`src/rtl/fp_div_16.sv`:
```
// fp_div_16: iterative IEEE-754 binary16 divider (Quotient = A / B).
// One restoring-division step per cycle on the 11-bit significands.
// Exponent subtraction, normalisation and clamping are done on the final step.
// Optional macro FP_DIV_ROUND_NEAREST_EN: when it is defined, a 13th (guard)
// quotient bit is produced and the result is rounded to nearest-even.
// In the default build 12 quotient bits are produced and the result is truncated.
//
// state | meaning
// IDLE  | ready for operands
// DIV   | one quotient bit per cycle
// DONE  | result presented, waiting for out_ready
module fp_div_16 (
  input  logic        clk,
  input  logic        rst,
  input  logic        in_valid,
  output logic        in_ready,
  input  logic [15:0] A,
  input  logic [15:0] B,
  output logic        out_valid,
  input  logic        out_ready,
  output logic [15:0] Quotient
);

`ifdef FP_DIV_ROUND_NEAREST_EN
  localparam int N = 13;
`else
  localparam int N = 12;
`endif
  localparam logic [3:0] LAST = 4'(N - 1);

  typedef enum logic [1:0] {IDLE, DIV, DONE} state_t;

  state_t            state_q, state_d;
  logic [3:0]        cnt_q, cnt_d;
  logic [11:0]       rem_q, rem_d;
  logic [N-1:0]      quo_q, quo_d;
  logic [10:0]       mb_q, mb_d;
  logic signed [6:0] exp_q, exp_d;
  logic              sign_q, sign_d;
  logic [15:0]       res_q, res_d;

  logic              a_zero, b_zero, s_in;
  logic signed [6:0] exp_in;
  logic              rem_ge;
  logic [11:0]       rem_sub, rem_nx;
  logic [N-1:0]      quo_nx;
  logic [9:0]        man;
  logic signed [7:0] e_f;
  logic [15:0]       pack_res;
`ifdef FP_DIV_ROUND_NEAREST_EN
  logic              guard, sticky;
  logic [10:0]       man_rnd;
`endif

  // Exponent 0 flushes to zero; exponent 31 is treated as an ordinary finite value.
  assign a_zero = (A[14:10] == 5'd0);
  assign b_zero = (B[14:10] == 5'd0);
  assign s_in   = A[15] ^ B[15];
  assign exp_in = $signed({2'b00, A[14:10]}) - $signed({2'b00, B[14:10]}) + 7'sd15;

  // One restoring step: compare, conditionally subtract, shift the quotient bit in.
  assign rem_ge  = (rem_q >= {1'b0, mb_q});
  assign rem_sub = rem_ge ? (rem_q - {1'b0, mb_q}) : rem_q;
  assign rem_nx  = rem_sub << 1;
  assign quo_nx  = (quo_q << 1) | {{(N-1){1'b0}}, rem_ge};

  // Normalise the final quotient, optionally round, then clamp into binary16.
  always_comb begin
    man      = '0;
    e_f      = '0;
    pack_res = '0;
`ifdef FP_DIV_ROUND_NEAREST_EN
    guard   = 1'b0;
    sticky  = 1'b0;
    man_rnd = '0;
    if (quo_nx[N-1]) begin
      man    = quo_nx[N-2:N-11];
      guard  = quo_nx[1];
      sticky = quo_nx[0] | (rem_nx != 12'd0);
      e_f    = {exp_q[6], exp_q};
    end else begin
      man    = quo_nx[N-3:N-12];
      guard  = quo_nx[0];
      sticky = (rem_nx != 12'd0);
      e_f    = {exp_q[6], exp_q} - 8'sd1;
    end
    man_rnd = {1'b0, man} + {10'd0, guard & (sticky | man[0])};
    man     = man_rnd[9:0];
    if (man_rnd[10]) e_f = e_f + 8'sd1;
`else
    if (quo_nx[N-1]) begin
      man = quo_nx[N-2:N-11];
      e_f = {exp_q[6], exp_q};
    end else begin
      man = quo_nx[N-3:0];
      e_f = {exp_q[6], exp_q} - 8'sd1;
    end
`endif
    if (e_f <= 8'sd0)       pack_res = 16'h0000;
    else if (e_f >= 8'sd31) pack_res = {sign_q, 5'h1E, 10'h3FF};
    else                    pack_res = {sign_q, e_f[4:0], man};
  end

  // Next-state logic: accept and resolve special cases, iterate, hand off the result.
  always_comb begin
    state_d = state_q;
    cnt_d   = cnt_q;
    rem_d   = rem_q;
    quo_d   = quo_q;
    mb_d    = mb_q;
    exp_d   = exp_q;
    sign_d  = sign_q;
    res_d   = res_q;
    case (state_q)
      IDLE: begin
        if (in_valid) begin
          sign_d = s_in;
          exp_d  = exp_in;
          mb_d   = {1'b1, B[9:0]};
          rem_d  = {1'b0, 1'b1, A[9:0]};
          quo_d  = '0;
          cnt_d  = '0;
          if (a_zero && b_zero) begin
            res_d   = 16'h7E00;
            state_d = DONE;
          end else if (b_zero) begin
            res_d   = {s_in, 5'h1F, 10'h000};
            state_d = DONE;
          end else if (a_zero) begin
            res_d   = 16'h0000;
            state_d = DONE;
          end else begin
            state_d = DIV;
          end
        end
      end
      DIV: begin
        rem_d = rem_nx;
        quo_d = quo_nx;
        cnt_d = cnt_q + 4'd1;
        if (cnt_q == LAST) begin
          res_d   = pack_res;
          state_d = DONE;
        end
      end
      DONE: begin
        if (out_ready) state_d = IDLE;
      end
      default: state_d = IDLE;
    endcase
  end

  // State and datapath registers; reset may land at any time, including mid-division.
  always_ff @(posedge clk or posedge rst) begin
    if (rst) begin
      state_q <= IDLE;
      cnt_q   <= '0;
      rem_q   <= '0;
      quo_q   <= '0;
      mb_q    <= '0;
      exp_q   <= '0;
      sign_q  <= 1'b0;
      res_q   <= '0;
    end else begin
      state_q <= state_d;
      cnt_q   <= cnt_d;
      rem_q   <= rem_d;
      quo_q   <= quo_d;
      mb_q    <= mb_d;
      exp_q   <= exp_d;
      sign_q  <= sign_d;
      res_q   <= res_d;
    end
  end

  assign in_ready  = (state_q == IDLE);
  assign out_valid = (state_q == DONE);
  assign Quotient  = res_q;

endmodule

```
`config.mk`:
```
export PLATFORM = sky130hd
export DESIGN_NAME = fp_div_16
export DESIGN_NICKNAME = d
export VERILOG_FILES = /design/src/rtl/fp_div_16.sv
export SDC_FILE = /design/constraint.sdc
export NUM_CORES = 1
export LEC_CHECK = 0
export BUFFER_PORTS_ARGS = -buffer_cell sky130_fd_sc_hd__buf_2
export CORE_MARGIN = 2
export CORE_UTILIZATION = 60
export CTS_CLUSTER_SIZE = 25
export DETAILED_ROUTE_END_ITERATION = 7
export PLACE_DENSITY_LB_ADDON = 0.2
export SLEW_MARGIN = 20
export SYNTH_ARGS = -nofsm -noshare
export SYNTH_HDL_FRONTEND = slang
export SYNTH_SLANG_ARGS = --single-unit
```
`constraint.sdc`:
```
create_clock -name clk -period 4.1 [get_ports clk]
set_input_delay 0.615 -clock clk [delete_from_list [all_inputs] [get_ports clk]]
set_output_delay 0.615 -clock clk [all_outputs]
set_load 0.05 [all_outputs]
```
Word-level counts from Yosys, hierarchy flattened

Cells that the tools add are included.

Bits in registers: 64
Bits in latches: 0
Memory bits (writable): 0
Bits in read-only memories: 0
Output and inout bits: 18
Logic and storage cells: 58
Memories kept: 0

Add/subtract/negate cells: 5
$mul: 0
Divide/modulo/power cells: 0
Magnitude comparators: 3
Eq/ne operators: 7
Shift operators: 0
Muxes and demuxes: 24
Bitwise operators: 2
Reduce and logical (&&, ||, !) cells: 9

Operator list:

| kind                                                           | count |
|---|---|
| 2-to-1 mux 16 bit                                              | 6 |
| one-hot mux 16 bit (2 select lines)                            | 1 |
| one-hot mux 12 bit (2 select lines)                            | 1 |
| 2-to-1 mux 11 bit                                              | 2 |
| one-hot mux 11 bit (2 select lines)                            | 1 |
| 2-to-1 mux 15 bit                                              | 1 |
| >= comparator 12 x 11 -> 1 bit                                 | 1 |
| 2-to-1 mux 12 bit                                              | 1 |
| 2-to-1 mux 2 bit                                               | 6 |
| OR 12 x 1 -> 12 bit                                            | 1 |
| subtractor 11 bit                                              | 1 |
| zero test 5 bit                                                | 2 |
| 2-to-1 mux 10 bit                                              | 1 |
| >= comparator 8 x 6 -> 1 bit, second input constant            | 1 |
| less-or-equal comparator 8 x 1 -> 1 bit, second input constant | 1 |
| 2-to-1 mux 8 bit                                               | 1 |
| one-hot mux 4 bit (2 select lines)                             | 1 |
| subtractor 7 x 2 -> 8 bit, second input constant               | 1 |
| adder 6 x 5 -> 7 bit, second input constant                    | 1 |
| one-hot mux 2 bit (3 select lines)                             | 1 |
| subtractor 5 x 5 -> 6 bit                                      | 1 |
| adder 4 x 1 -> 4 bit, second input constant                    | 1 |
| == test 4 bit, second input constant                           | 1 |
| 2-to-1 mux 4 bit                                               | 1 |
| 12 further kinds                                               | 14 |

Longest topological paths before layout

Depth in word-level cells: 8
Gate-level depth with buffers: 11

Worst setup path before layout

OpenSTA, ideal clock, no wires.

Path kind: register -> register
From: register rem_q[0]
To: register rem_q[7]
Setup time: 0.142 ns
Data arrival time: 2.214 ns
Required time: 3.958 ns
Slack: 1.743 ns
Cell stages (with the launch flop): 12
Clock period less this slack: 2.357 ns
Cells stage by stage: dfrtp_1 > inv_1 > ha_1 > fa_1 > nand2b_1 > o2bb2ai_1 > a21oi_1 > o211ai_1 > a31oi_1 > buf_2 > mux2i_1 > o221ai_1

Word-level cells in the longest chain between the ends: 3
Elaborated cells on any way between the ends: 4
Classes of those cells: 1 x add/sub; 1 x order compare; 2 x mux

Ends and longest elaborated chain:

| what                                                                | RTL line | RTL |
|---|---|---|
| start: declaration                                                  | 35       | `logic [11:0] rem_q, rem_d;` |
| start signal: assignment                                            | 167      | `rem_q <= rem_d;` |
| subtractor 11 bit or >= comparator 12 x 11 -> 1 bit (tied branches) | 63, 62   |  |
| 2-to-1 mux 11 bit *                                                 | 63       | `assign rem_sub = rem_ge ? (rem_q - {1'b0, mb_q}) : rem_q;` |
| one-hot mux 12 bit (2 select lines) *                               | 114      | `case (state_q)` |

Every way passes the cells marked *; elsewhere a longest branch is shown, timed or not.
A chain may end at the register's enable or synchronous reset.

Worst setup path in the final report

From: register quo_q[10]
To: register res_q[11], in the netlist Quotient[11]

Word-level cells in the longest chain between the ends: 7
Elaborated cells on any way between the ends: 8
Classes of those cells: 2 x order compare; 5 x mux; 1 x bitwise

Ends and longest elaborated chain:

| what                                  | RTL line | RTL |
|---|---|---|
| start: declaration                    | 36       | `logic [N-1:0] quo_q, quo_d;` |
| start signal: assignment              | 168      | `quo_q <= quo_d;` |
| OR 12 x 1 -> 12 bit *                 | 65       | `assign quo_nx = (quo_q << 1) \| {{(N-1){1'b0}}, rem_ge};` |
| 2-to-1 mux 8 bit *                    | 91       | `if (quo_nx[N-1]) begin` |
| >= comparator 8 x 6 -> 1 bit          | 100      | `else if (e_f >= 8'sd31) pack_res = {sign_q, 5'h1E, 10'h3FF};` |
| 2-to-1 mux 15 bit                     | 100      |  |
| 2-to-1 mux 16 bit *                   | 99       | `if (e_f <= 8'sd0) pack_res = 16'h0000;` |
| 2-to-1 mux 16 bit *                   | 141      | `if (cnt_q == LAST) begin` |
| one-hot mux 16 bit (2 select lines) * | 114      |  |
| end signal: assignment                | 172      | `res_q <= res_d;` |
| end: declaration                      | 40       | `logic [15:0] res_q, res_d;` |

Every way passes the cells marked *; elsewhere a longest branch is shown, timed or not. The select of a mux whose other input is x is not followed.

==> results_dict.tcl <==
set metrics [dict create \
    status "finished clean" \
    die-area_um2 7078 \
    finalWirelength_mm 7.984 \
    cts_buffers 9 \
    r2r_end "Quotient[11]" \
    ir_drop_mv 0.5846 \
    cts_root_buffer "clkbuf_8" \
    final_hold_viol_count 0 \
    syn_area_per_cell_um2 9.373 \
    tightest_slew_ps 917.3 \
    nFillCells 491 \
    port_buffers 53 \
    power_frac_comb_pct 59.6 \
    grt_max_degree 45 \
    path_delay_family "compound AO/OA/AOI/OAI gates" \
    htreeDepth 3 \
    cp_max_fo 21 \
    cts.sinks 64 \
    vias_per_cell 5.694 \
    relSlewSlack_pct 38.85 \
    slew_viol_final 0 \
    ff2ff_path_depth 6 \
    startpoint "quo_q[10]" \
    rsz0062_at_grt "false" \
    grt_pass1_wl_mm 14.06 \
    cpPeakStageDelay_ps 700 \
    synth_area_um2 3852 \
    critPathBufInv 0 \
    ys_ff_latch 64 \
    yosysUniqueCellTypes 60 \
    wl_per_cell_um 14.79 \
    cts_tree "yes" \
    whs_ps 452.7 \
    switching_share_pct 47.51 \
    yosysMostFrequentCell "nand2_1" \
    worstPathArrival_ps 3160 \
    rows 29 \
    setup_viol 0 \
    leakage_uw 0.002126 \
    finalNonFillerCells 540 \
    synth_top_cells_by_count "71 x nand2_1, 64 x dfrtp_1, 29 x inv_1, 28 x o21ai_0, 23 x a21oi_1" \
    synth_seq_area_share_pct 41.57 \
    clock_path_buffers 2 \
    num_vias 3075 \
    layout_min_cycle_time_ps 2926 \
    seq_power_share_pct 28.2 \
    synth_edf_count 0 \
    ys_top_cells_by_area "dfrtp_1 42%, nand2_1 6.9%, ha_1 6.2%" \
    final_util_pct 68.83 \
    intPower_uw 2135 \
    final_nets 516 \
    grt_use_total_pct 24.76 \
    post-place-cells 525 \
    max_clock_freq_mhz 341.8 \
    grt_overflow 0 \
    fin_skew_ps 6.861 \
    tns_ps 0 \
    cp-endpoint "Quotient[11]" \
    path_class "flop to flop" \
    cp.required_ps 4330 \
    synth_top_area_share_pct 41.57 \
    cp_cell_sequence "or4_4 -> nor3_4 -> nor3_1 -> a211oi_2 -> o21ai_1 -> a221o_1" \
    crit_path_end_kind "flop" \
    start_util_pct 61.37 \
    dp_hpwl_mm 5.760 \
    p_switching_uw 1932 \
    die_h_um 84.13 \
    insertion_delay_ps 340 \
    ios 54 \
    synth-main-ff-cell "dfrtp_1" \
    antenna_found_initial 0 \
    worstSetupStartpointType "flop" \
    power_uw 4067 \
    power_density_nw_per_um2 941.4 \
    fin_crit_sh_pct 71.37 \
    syn-num-nets 468 \
    antenna_cells 0 \
    drtIter0Drc 161 \
    die_w_um 84.13 \
    drv_cap 0 \
    drc_errors 0 \
    worst-path-stages 6 \
    r2r-start "quo_q[10]" \
    ant_nets 0 \
    grt_pass1_vias 3077 \
    syn_inst 411 \
    core_um2 6277 \
    clk_pin_slew_worst_paths_ps 70 \
    cts_resized 0 \
    hold_class "primary input to flop" \
    async_flop_share_pct 100.0 \
    area_delta_synth_final_pct 12.15 \
    routabilityCongestion 0.8816 \
    drive_above_1_share_pct 18.36 \
    post_cts.repair.setup_buffers 0 \
    ctsHoldBuffers 0 \
    drtPass1Iterations 4 \
    rrSetupSlack_ps 1170 \
    pwr-share-clk_pct 12.2 \
    yosysWarnings 0 \
    slowest_stage "or4_4" \
    yosysTopAreaCell "dfrtp_1" \
]
-- state kept, by name, indices dropped and copies added, names as in the netlist --
name,flops
Quotient,16
rem_q,12
mb_q,11
quo_q,11
exp_q,7
cnt_q,4
state_q,2
sign_q,1
-- kinds of logic after synthesis --
logic type	Yosys count	share of synthesized area, %
compound gates	112	20.07
mux	18	4.742
buf+inv	50	5.521
xor+xnor	22	5.197
fa+ha+maj	21	7.210
flops	64	41.57
simple gates	124	15.69
-- worst min path at each step --
stage | slack [ps] | cells after the start | from | endpoint
2_1_floorplan | 420 | 2 | mb_q[10] | mb_q[10]
3_3_place_gp | 440 | 2 | mb_q[10] | mb_q[10]
3_5_place_dp | 450 | 2 | mb_q[10] | mb_q[10]
4_1_cts | 440 | 2 | out_ready | state_q[1]
5_1_grt | 470 | 2 | out_ready | state_q[1]
6_report | 450 | 2 | out_ready | state_q[1]
-- power groups by stage --
stage | clock network [uW] | registers, uW | logic [uW]
2_1_floorplan | 0 | 1300 | 1780
3_3_place_gp | 0 | 1150 | 2320
3_5_place_dp | 0 | 1160 | 2390
4_1_cts | 501 | 1150 | 2420
5_1_grt | 533 | 1190 | 2680
6_report | 495 | 1150 | 2420
-- layout by cell type (no fill, tap or decap), drive strengths merged, types with 2 or more instances in the layout --
cell	netlist	layout
a31o	2	2
and3	4	4
clkbuf	12	12
nand2	71	71
nor4	3	3
and2b	2	2
a22o	20	20
mux2	2	2
xnor2	14	14
nand3	4	4
a21o	6	6
nor3	7	7
mux2i	16	16
xor2	8	8
dfrtp	64	64
a21oi	24	24
ha	19	19
nand2b	5	5
a211oi	3	3
o21ai	31	31
nor2	10	10
o211ai	2	2
o21bai	3	3
clkinv	0	2
a221o	2	2
fa	2	2
buf	9	58
o221ai	4	4
nor2b	7	7
a31oi	4	4
inv	29	29
nand4	3	3
-- routing by layer --
| layer | track usage (%) | up-vias | routed length, um |
|---|---|---|---|
| li1 | - | 1543 | - |
| met1 | 32.13 | 1446 | 3746 |
| met2 | 40.91 | 74 | 3795 |
| met3 | 4.818 | 12 | 328 |
| met4 | 10.12 | 0 | 114 |
| met5 | 0 | - | 0 |
-- stage by stage --
stage	cell area, um^2	setup slack, ps
2_1_floorplan	3852	1743
3_3_place_gp	4148	1242
3_5_place_dp	4148	1194
4_1_cts	4320	1173
5_1_grt	4320	976.2
6_report	4320	1174
-- area by class of cell --
type	count	area (um^2)	share of cell area [%]
inverters	29	108.9	2.520
clock inverters	3	17.52	0.4054
repair buffers	58	302.8	7.008
flip-flops and latches	64	1602	37.07
well taps	77	96.34	2.230
multi-input cells	297	2038	47.18
clock buffers	12	155.1	3.591
Power figures use the tool's default switching activity.
